## config.mk

```make
export PLATFORM = sky130hd
export DESIGN_NAME = i2c_log_sample_fifo
export DESIGN_NICKNAME = d
export VERILOG_FILES = /design/src/rtl/i2c_log_pkg.sv /design/src/rtl/log_sample_fifo_mem.sv /design/src/rtl/i2c_log_sample_fifo.sv
export SDC_FILE = /design/constraint.sdc
export NUM_CORES = 1
export LEC_CHECK = 0
export CELL_PAD_IN_SITES_DETAIL_PLACEMENT = 2
export CELL_PAD_IN_SITES_GLOBAL_PLACEMENT = 2
export CORE_ASPECT_RATIO = 1.5
export CORE_MARGIN = 4
export CORE_UTILIZATION = 45
export CTS_CLUSTER_SIZE = 16
export DETAILED_ROUTE_END_ITERATION = 16
export PLACE_DENSITY_LB_ADDON = 0.1
export SYNTH_ARGS = -nofsm -noshare
export SYNTH_HDL_FRONTEND = slang
export SYNTH_SLANG_ARGS = --single-unit
```

## constraint.sdc

```tcl
create_clock -name clk -period 4.1 [get_ports clk]
set_clock_uncertainty 0.2 [all_clocks]
set_input_delay 1.025 -clock clk [delete_from_list [all_inputs] [get_ports clk]]
set_output_delay 1.025 -clock clk [all_outputs]
set_load 0.03 [all_outputs]
```

## src/rtl/i2c_log_pkg.sv

```systemverilog
// i2c_log_pkg: field width defaults, replay FSM encoding and the
// saturating counter helper shared with the pager.
package i2c_log_pkg;

    localparam int PAGE_W_DEF = 8;
    localparam int VAL_W_DEF  = 16;

    localparam logic [1:0] ST_IDLE    = 2'd0;
    localparam logic [1:0] ST_ISSUE   = 2'd1;
    localparam logic [1:0] ST_WAIT_HI = 2'd2;
    localparam logic [1:0] ST_WAIT_LO = 2'd3;

    function automatic logic [15:0] sat_inc16(input logic [15:0] v);
        return (v == 16'hFFFF) ? v : v + 16'd1;
    endfunction

endpackage

```

## src/rtl/log_sample_fifo_mem.sv

```systemverilog
// log_sample_fifo_mem: sample storage, one write port and one read
// port addressed by a registered pointer.
module log_sample_fifo_mem
    import i2c_log_pkg::*;
#(
    parameter int DEPTH = 16,
    parameter int W     = 24,
    parameter int AW    = $clog2(DEPTH)
) (
    input  logic          clk,
    input  logic          i_we,
    input  logic [AW-1:0] i_waddr,
    input  logic [W-1:0]  i_wdata,
    input  logic [AW-1:0] i_raddr,
    output logic [W-1:0]  o_rdata
);

    logic [W-1:0] r_mem [DEPTH];

    always_ff @(posedge clk) begin
        if (i_we) begin
            r_mem[i_waddr] <= i_wdata;
        end
    end

    assign o_rdata = r_mem[i_raddr];

endmodule

```

## src/rtl/i2c_log_sample_fifo.sv

```systemverilog
// i2c_log_sample_fifo: buffers pager samples and replays them to the
// I2C frame logger one at a time, paced on the logger busy flag.
module i2c_log_sample_fifo
    import i2c_log_pkg::*;
#(
    parameter int DEPTH        = 16,
    parameter int PAGE_W       = PAGE_W_DEF,
    parameter int VAL_W        = VAL_W_DEF,
    parameter int BUSY_RISE_TO = 64
) (
    input  logic                   clk,
    input  logic                   resetn,
    input  logic                   in_valid,
    input  logic [PAGE_W-1:0]      in_page,
    input  logic [VAL_W-1:0]       in_value,
    output logic                   in_busy,
    output logic                   out_new_sample,
    output logic [PAGE_W-1:0]      out_page,
    output logic [VAL_W-1:0]       out_value,
    input  logic                   logger_busy,
    output logic [$clog2(DEPTH):0] fill_cnt,
    output logic [$clog2(DEPTH):0] fill_max,
    output logic [15:0]            drop_cnt,
    output logic [15:0]            timeout_cnt
);

    localparam int AW = $clog2(DEPTH);
    localparam int SW = PAGE_W + VAL_W;
    localparam int TW = $clog2(BUSY_RISE_TO + 1);

    localparam logic [AW:0]   FULL    = (AW + 1)'(DEPTH);
    localparam logic [AW:0]   F_ONE   = (AW + 1)'(1);
    localparam logic [AW-1:0] P_ONE   = AW'(1);
    localparam logic [TW-1:0] TO_LOAD = TW'(BUSY_RISE_TO);
    localparam logic [TW-1:0] TO_ONE  = TW'(1);

    logic [1:0]        r_state;
    logic [AW-1:0]     r_wr_ptr;
    logic [AW-1:0]     r_rd_ptr;
    logic [AW:0]       r_fill;
    logic [AW:0]       r_max;
    logic [TW-1:0]     r_to;
    logic              r_strobe;
    logic [PAGE_W-1:0] r_page;
    logic [VAL_W-1:0]  r_value;
    logic [15:0]       r_drop;
    logic [15:0]       r_tocnt;

    logic          w_full;
    logic          w_pop;
    logic          w_push;
    logic          w_drop;
    logic [SW-1:0] w_rdata;

    // A pop in the same cycle frees a slot, so a full FIFO still accepts.
    assign w_full = (r_fill == FULL);
    assign w_pop  = (r_state == ST_ISSUE);
    assign w_push = in_valid && (!w_full || w_pop);
    assign w_drop = in_valid && w_full && !w_pop;

    log_sample_fifo_mem #(
        .DEPTH (DEPTH),
        .W     (SW),
        .AW    (AW)
    ) u_mem (
        .clk     (clk),
        .i_we    (w_push),
        .i_waddr (r_wr_ptr),
        .i_wdata ({in_page, in_value}),
        .i_raddr (r_rd_ptr),
        .o_rdata (w_rdata)
    );

    always_ff @(posedge clk or negedge resetn) begin
        if (!resetn) begin
            r_wr_ptr <= '0;
            r_fill   <= '0;
            r_max    <= '0;
            r_drop   <= '0;
        end else begin
            if (w_push) begin
                r_wr_ptr <= r_wr_ptr + P_ONE;
            end
            if (w_push && !w_pop) begin
                r_fill <= r_fill + F_ONE;
            end else if (!w_push && w_pop) begin
                r_fill <= r_fill - F_ONE;
            end
            if (r_fill > r_max) begin
                r_max <= r_fill;
            end
            if (w_drop) begin
                r_drop <= sat_inc16(r_drop);
            end
        end
    end

    always_ff @(posedge clk or negedge resetn) begin
        if (!resetn) begin
            r_state  <= ST_IDLE;
            r_rd_ptr <= '0;
            r_to     <= '0;
            r_strobe <= 1'b0;
            r_page   <= '0;
            r_value  <= '0;
            r_tocnt  <= '0;
        end else begin
            r_strobe <= 1'b0;
            case (r_state)
                ST_IDLE: begin
                    if (r_fill != '0 && !logger_busy) begin
                        r_state <= ST_ISSUE;
                    end
                end
                ST_ISSUE: begin
                    r_page   <= w_rdata[SW-1:VAL_W];
                    r_value  <= w_rdata[VAL_W-1:0];
                    r_strobe <= 1'b1;
                    r_rd_ptr <= r_rd_ptr + P_ONE;
                    r_to     <= TO_LOAD;
                    r_state  <= ST_WAIT_HI;
                end
                ST_WAIT_HI: begin
                    // An abandoned sample is consumed, never retried.
                    if (logger_busy) begin
                        r_state <= ST_WAIT_LO;
                    end else if (r_to <= TO_ONE) begin
                        r_tocnt <= sat_inc16(r_tocnt);
                        r_state <= ST_IDLE;
                    end else begin
                        r_to <= r_to - TO_ONE;
                    end
                end
                ST_WAIT_LO: begin
                    if (!logger_busy) begin
                        r_state <= ST_IDLE;
                    end
                end
                default: begin
                    r_state <= ST_IDLE;
                end
            endcase
        end
    end

    assign in_busy        = w_full;
    assign out_new_sample = r_strobe;
    assign out_page       = r_page;
    assign out_value      = r_value;
    assign fill_cnt       = r_fill;
    assign fill_max       = r_max;
    assign drop_cnt       = r_drop;
    assign timeout_cnt    = r_tocnt;

endmodule
```

Yosys cells after proc, flatten, opt, wreduce, memory -nomap -nowiden
Memory sizes are Yosys's and may differ from the RTL's. A register that Yosys moved wholly into a read port is not among the register bits. Cells that the tools add are included.

Reduce and logical (&&, ||, !) cells: 20. $lt $le $gt $ge: 2. Equality and inequality tests: 11. Bitwise operators: 3. Mux-type cells: 13. $add $sub $neg: 7.

Operator list (count): 16-bit by 1-bit adder with 16-bit output (second input constant) (2); 16-bit equality test (second input constant) (2); 7-bit two-way mux (2); 7-bit case mux with 2 select lines (1); 5-bit two-way mux (2); 4-bit by 1-bit adder with 4-bit output (second input constant) (2); 2-bit two-way mux (4); 2-bit inequality test (second input constant) (4); 2-bit case mux with 4 select lines (1); 7-bit by 1-bit less-or-equal comparator with 1-bit output (second input constant) (1); 7-bit by 1-bit subtractor with 7-bit output (second input constant) (1); 1-bit logical AND (6); 3-bit AND reduction (2); 5-bit by 1-bit adder with 5-bit output (second input constant) (1); 5-bit equality test (second input constant) (1); 5-bit greater-than comparator (1); 1-bit zero test (5); 5-bit nonzero test (1); 5-bit by 1-bit subtractor with 5-bit output (second input constant) (1); 2-bit equality test (second input constant) (2); 4-bit AND reduction (1); 2-bit nonzero test (2); 1-bit two-way mux (3); 3-bit inequality test (second input constant) (1); other kinds (5) (7).

Register bits: 60. Input bits: 28. Memories: 1. Bits in writable memories: 384.

Memory list: u_mem.r_mem (words 16, width 24, read ports 1, clocked after memory_dff 1, wr ports 1, RTL line log_sample_fifo_mem.sv:18) `logic [W-1:0] r_mem [DEPTH];`.

Longest topological paths before layout
Word-level depth: 8. Gate-level depth with buffers: 12. Mapped depth without buffers: 11.

By module
A second synthesis with hierarchy kept.

Cells, all modules: 983. Area total of the unflattened synthesis: 18302.6 sq um.

Modules (own cells, without submodules): log_sample_fifo_mem (times used 1, area an instance 14452.6 sq um, seq. area each 11531.1 sq um, cells an instance 612); i2c_log_sample_fifo (times used 1, area an instance 3849.9 sq um, seq. area each 2102.0 sq um, cells an instance 371).

Worst setup path after synthesis
Ideal clock, no wire load.

Path kind: register -> register. From: register r_fill[0] (netlist: fill_cnt[0]). To: memory u_mem.r_mem[3][0], enable pin. Setup time: 435 ps. Setup slack: 220 ps. Arrival time: 3244 ps. Cell stages (with the launch flop): 6. Data required time: 3465 ps. Period minus slack after synthesis: 3880 ps. Path buffers: 0. Cell sequence: dfrtp_1 -> nor4_4 -> and2_1 -> a21boi_2 -> nand2_1 -> nor3_1.

Word-level cells in the longest chain between the ends: 6.

RTL lines: start, declared (RTL line i2c_log_sample_fifo.sv:40) `logic [AW:0] r_fill;`; start signal, assigned (RTL line i2c_log_sample_fifo.sv:85) `r_fill <= r_fill + F_ONE;`; start signal, assigned (RTL line i2c_log_sample_fifo.sv:87) `r_fill <= r_fill - F_ONE;`; 5-bit equality test (RTL line i2c_log_sample_fifo.sv:56) `assign w_full = (r_fill == FULL);`; named net in_busy (RTL line i2c_log_sample_fifo.sv:16) `output logic in_busy,`; 1-bit zero test (RTL line i2c_log_sample_fifo.sv:58) `assign w_push = in_valid && (!w_full || w_pop);`; 1-bit logical OR (RTL line i2c_log_sample_fifo.sv:58); 1-bit logical AND (RTL line i2c_log_sample_fifo.sv:58); named net u_mem.i_we (RTL line log_sample_fifo_mem.sv:11) `input logic i_we,`; 1-bit two-way mux (RTL line log_sample_fifo_mem.sv:21) `if (i_we) begin`; 1-bit two-way mux (implied by the code) (RTL line log_sample_fifo_mem.sv:22) `r_mem[i_waddr] <= i_wdata;`; end, declared (RTL line log_sample_fifo_mem.sv:18).

The timed path passes the listed nets, and every way through them passes these cells.

Worst setup path in the final report
From: register r_fill[1] (netlist: fill_cnt[1]). To: output port in_busy.

Word-level cells in the longest chain between the ends: 1.

RTL lines (RTL line): 5-bit equality test (i2c_log_sample_fifo.sv:56); end, declared (i2c_log_sample_fifo.sv:16).

No other way between the ends.

==> metrics.yaml <==
hpwlAfterDp_um: 33600
synth.net_count: 1168
fin_crit_sh: 0.863
drv_cap: 0
post_cts_buffers: 0
syn_inst: 1121
totalWireLength_um: 52100
grt_pass1_vias: 12000
endpoint: "in_busy"
final_common_cell: "edfxtp_1"
cts_buffer_depth: 3
gr-usage-all-layers: 0.233
start_util: 0.455
portBuffers: 95
setup_ws_ns: 0.563
routabilityCongestion: 0.786
cts_tree: "yes"
nFillCells: 3652
synth_area_per_cell_um2: 16.7
postSynth.asyncResetShare: 0.179
num_vias: 10700
clkSlewWorstSetupHoldPaths_ns: 0.06
drive_above_1_share: 0.138
ys_seq_area_frac: 0.729
num_rows: 91
fin_nets: 1302
startpoint: "fill_cnt[1]$_DFFE_PN0P_"
relSlewSlack: 0.149
numCtsBuffers: 45
critical_path.cell_chain: "nor4_4 -> and2_1 -> clkdlybuf4s50_1"
finalSetupTns_ns: 0
crit_slowest_cell: "clkdlybuf4s50_1"
dpl-instance-area_mm2: 0.0206
path_class: "flop to output pin"
ys_seq_elements: 468
synth_cell_types: 58
drtIter0Drc: 688
drc: 0
cp_top_family: "buffers and inverters"
leakagePower_nw: 8.03
final_cell_mix: "edfxtp_1, mux2i_1, clkdlybuf4s50_1"
slew_viol_final: 0
clock_sinks: 468
synth_edf_count: 384
status: "finished clean"
grt_antenna_before_repair: 0
cts_hold_buf: 0
grt_busiest_layer: "met2"
cp.required_ns: 2.87
grt_use_met2: 0.426
fmax_mhz: 283
worst-path-buf-inv: 1
root_buffer: "clkbuf_16"
die_y_um: 258
antenna_cells: 0
die_area_mm2: 0.0450
grt_pass1_wl_um: 78800
h-tree-depth: 2
peakVddDrop_mv: 0.459
grt_max_degree: 52
rsz0062_at_grt: "no"
finalSetupViolations: 0
pre_cts_slack_ns: 0.570
timing.rr.start: "r_rd_ptr[0]$_DFFE_PN0N_"
grt_overflow: 0
cpPeakStageDelay_ns: 0.67
period_needed_ns: 3.54
syn-cell-area_mm2: 0.0187
pwr_density_cell_mw_per_mm2: 715
r2r-end: "out_value[14]$_DFFE_PN0N_"
cts_resized: 0
finalHoldViolations: 0
die_x_um: 174
core_mm2: 0.0411
ys_warn_count: 0
hold_class: "input pin to asynchronous set/reset pin"
dr.pass1.iters: 5
insertion_delay_ns: 0.56
endpoint_kind: "output pin"
worstMarginPinSlew_ns: 1.24
worst_r2r_path_depth: 6
synthFlopType: "edfxtp_1"
globalRouteMet1Util: 0.288
wire_per_inst_um: 28.2
synthToLayoutAreaGrowth_pct: 18.5
io_pins: 96
cp.arrival_ns: 2.31
crit_path_max_fanout: 7
met3_usage: 0.0281
fin_area_mm2: 0.0222
cp.depth: 3
startpoint_type: "flop"
rrSetupSlack_ns: 1.06
vias_per_cell: 5.77
antenna_left: 0
## power by group
group	internal (mW)	switching [mW]	leakage (nW)
Clock	2.55	1.81	0.738
Sequential	5.83	0.496	4.54
Combinational	2.02	3.14	2.75
Total	10.4	5.45	8.03
## layer usage
layer | share of wire | vias up | wire [µm]
met4 | 0.029 | 0 | 1490
met2 | 0.54 | 267 | 27900
met5 | 0 | - | 0
met3 | 0.036 | 79 | 1900
met1 | 0.40 | 5646 | 20800
li1 | - | 4682 | -
## area by class of cell
type,count,area [µm²],area share
Clock buffer,62,1260,0.0570
Multi-Input combinational cell,577,4830,0.218
Sequential cell,468,13600,0.615
Inverter,19,71.3,0.00322
Clock inverter,21,273,0.0123
Timing Repair Buffer,144,1390,0.0628
Tap cell,558,698,0.0315
## per-stage QoR
stage / hold slack [ns] / cells / power (mW) / util
2_1_floorplan: 0.301 / 1121 / 9.50 / -
3_3_place_gp: 0.277 / 1766 / 11.3 / 0.502
3_5_place_dp: 0.285 / 1766 / 11.6 / 0.502
4_1_cts: 0.278 / 1849 / 16.0 / 0.539
5_1_grt: 0.303 / 1849 / 16.6 / 0.539
6_report: 0.270 / 1849 / 15.8 / 0.539
## logic make-up after synthesis
kind of cell               count (synthesis)  synth area share
AOI/OAI and AO/OA                        163            0.0671
buffers and inverters                     76            0.0197
muxes                                    201             0.109
adders and majority gates                 19            0.0131
xor gates and xnor gates                  41            0.0192
and+or+nand+nor                          153            0.0429
DFF                                      468             0.729
## synth_stat cells, types with 2 or more instances
cell       instances  area [µm²]
or4_1              2        15.0
and3_1             4        25.0
a22o_1            18         158
xor2_1            12         105
a221oi_1          18         158
and4_1             2        17.5
nand2b_1           4        25.0
and2_1             3        18.8
nor3_1             7        35.0
buf_6              4        45.0
buf_1              2        7.51
a221o_1           18         180
buf_2             12        60.1
edfxtp_1         384       11500
mux2_2            26         293
nand2_1           41         154
dfrtp_1           84        2100
mux2i_1          175        1750
nand4_1           18         113
a21oi_1           13        65.1
o31ai_1            2        15.0
or3_1              2        12.5
a2111oi_0         19         166
buf_4              9        67.6
clkbuf_1          29         109
ha_1              18         225
nand3_1           25         125
xnor2_1           29         254
nor2b_1            2        12.5
a22oi_1           36         270
nor2_1            28         105
inv_1             19        71.3
nand3b_1           2        15.0
o21ai_0           26         130
or2_2              2        12.5
a21o_1             4        30.0
## registers in the layout, indices dropped and copies added, names as in the netlist
register	cells
r_state	2
timeout_cnt	16
out_page	8
drop_cnt	16
r_to	7
r_wr_ptr	4
fill_max	5
fill_cnt	5
u_mem.r_mem	384
r_rd_ptr	4
out_new_sample	1
out_value	16
## worst min path at each step
stage / startpoint / end / slack (ns)
5_1_grt: resetn / drop_cnt[9]$_DFFE_PN0P_ / 0.30
2_1_floorplan: r_to[5]$_DFFE_PN0P_ / r_to[5]$_DFFE_PN0P_ / 0.30
4_1_cts: resetn / drop_cnt[1]$_DFFE_PN0P_ / 0.28
3_5_place_dp: drop_cnt[11]$_DFFE_PN0P_ / drop_cnt[11]$_DFFE_PN0P_ / 0.28
6_report: resetn / drop_cnt[9]$_DFFE_PN0P_ / 0.27
3_3_place_gp: drop_cnt[11]$_DFFE_PN0P_ / drop_cnt[11]$_DFFE_PN0P_ / 0.28
No activity file was read; power rests on OpenSTA's default activity.
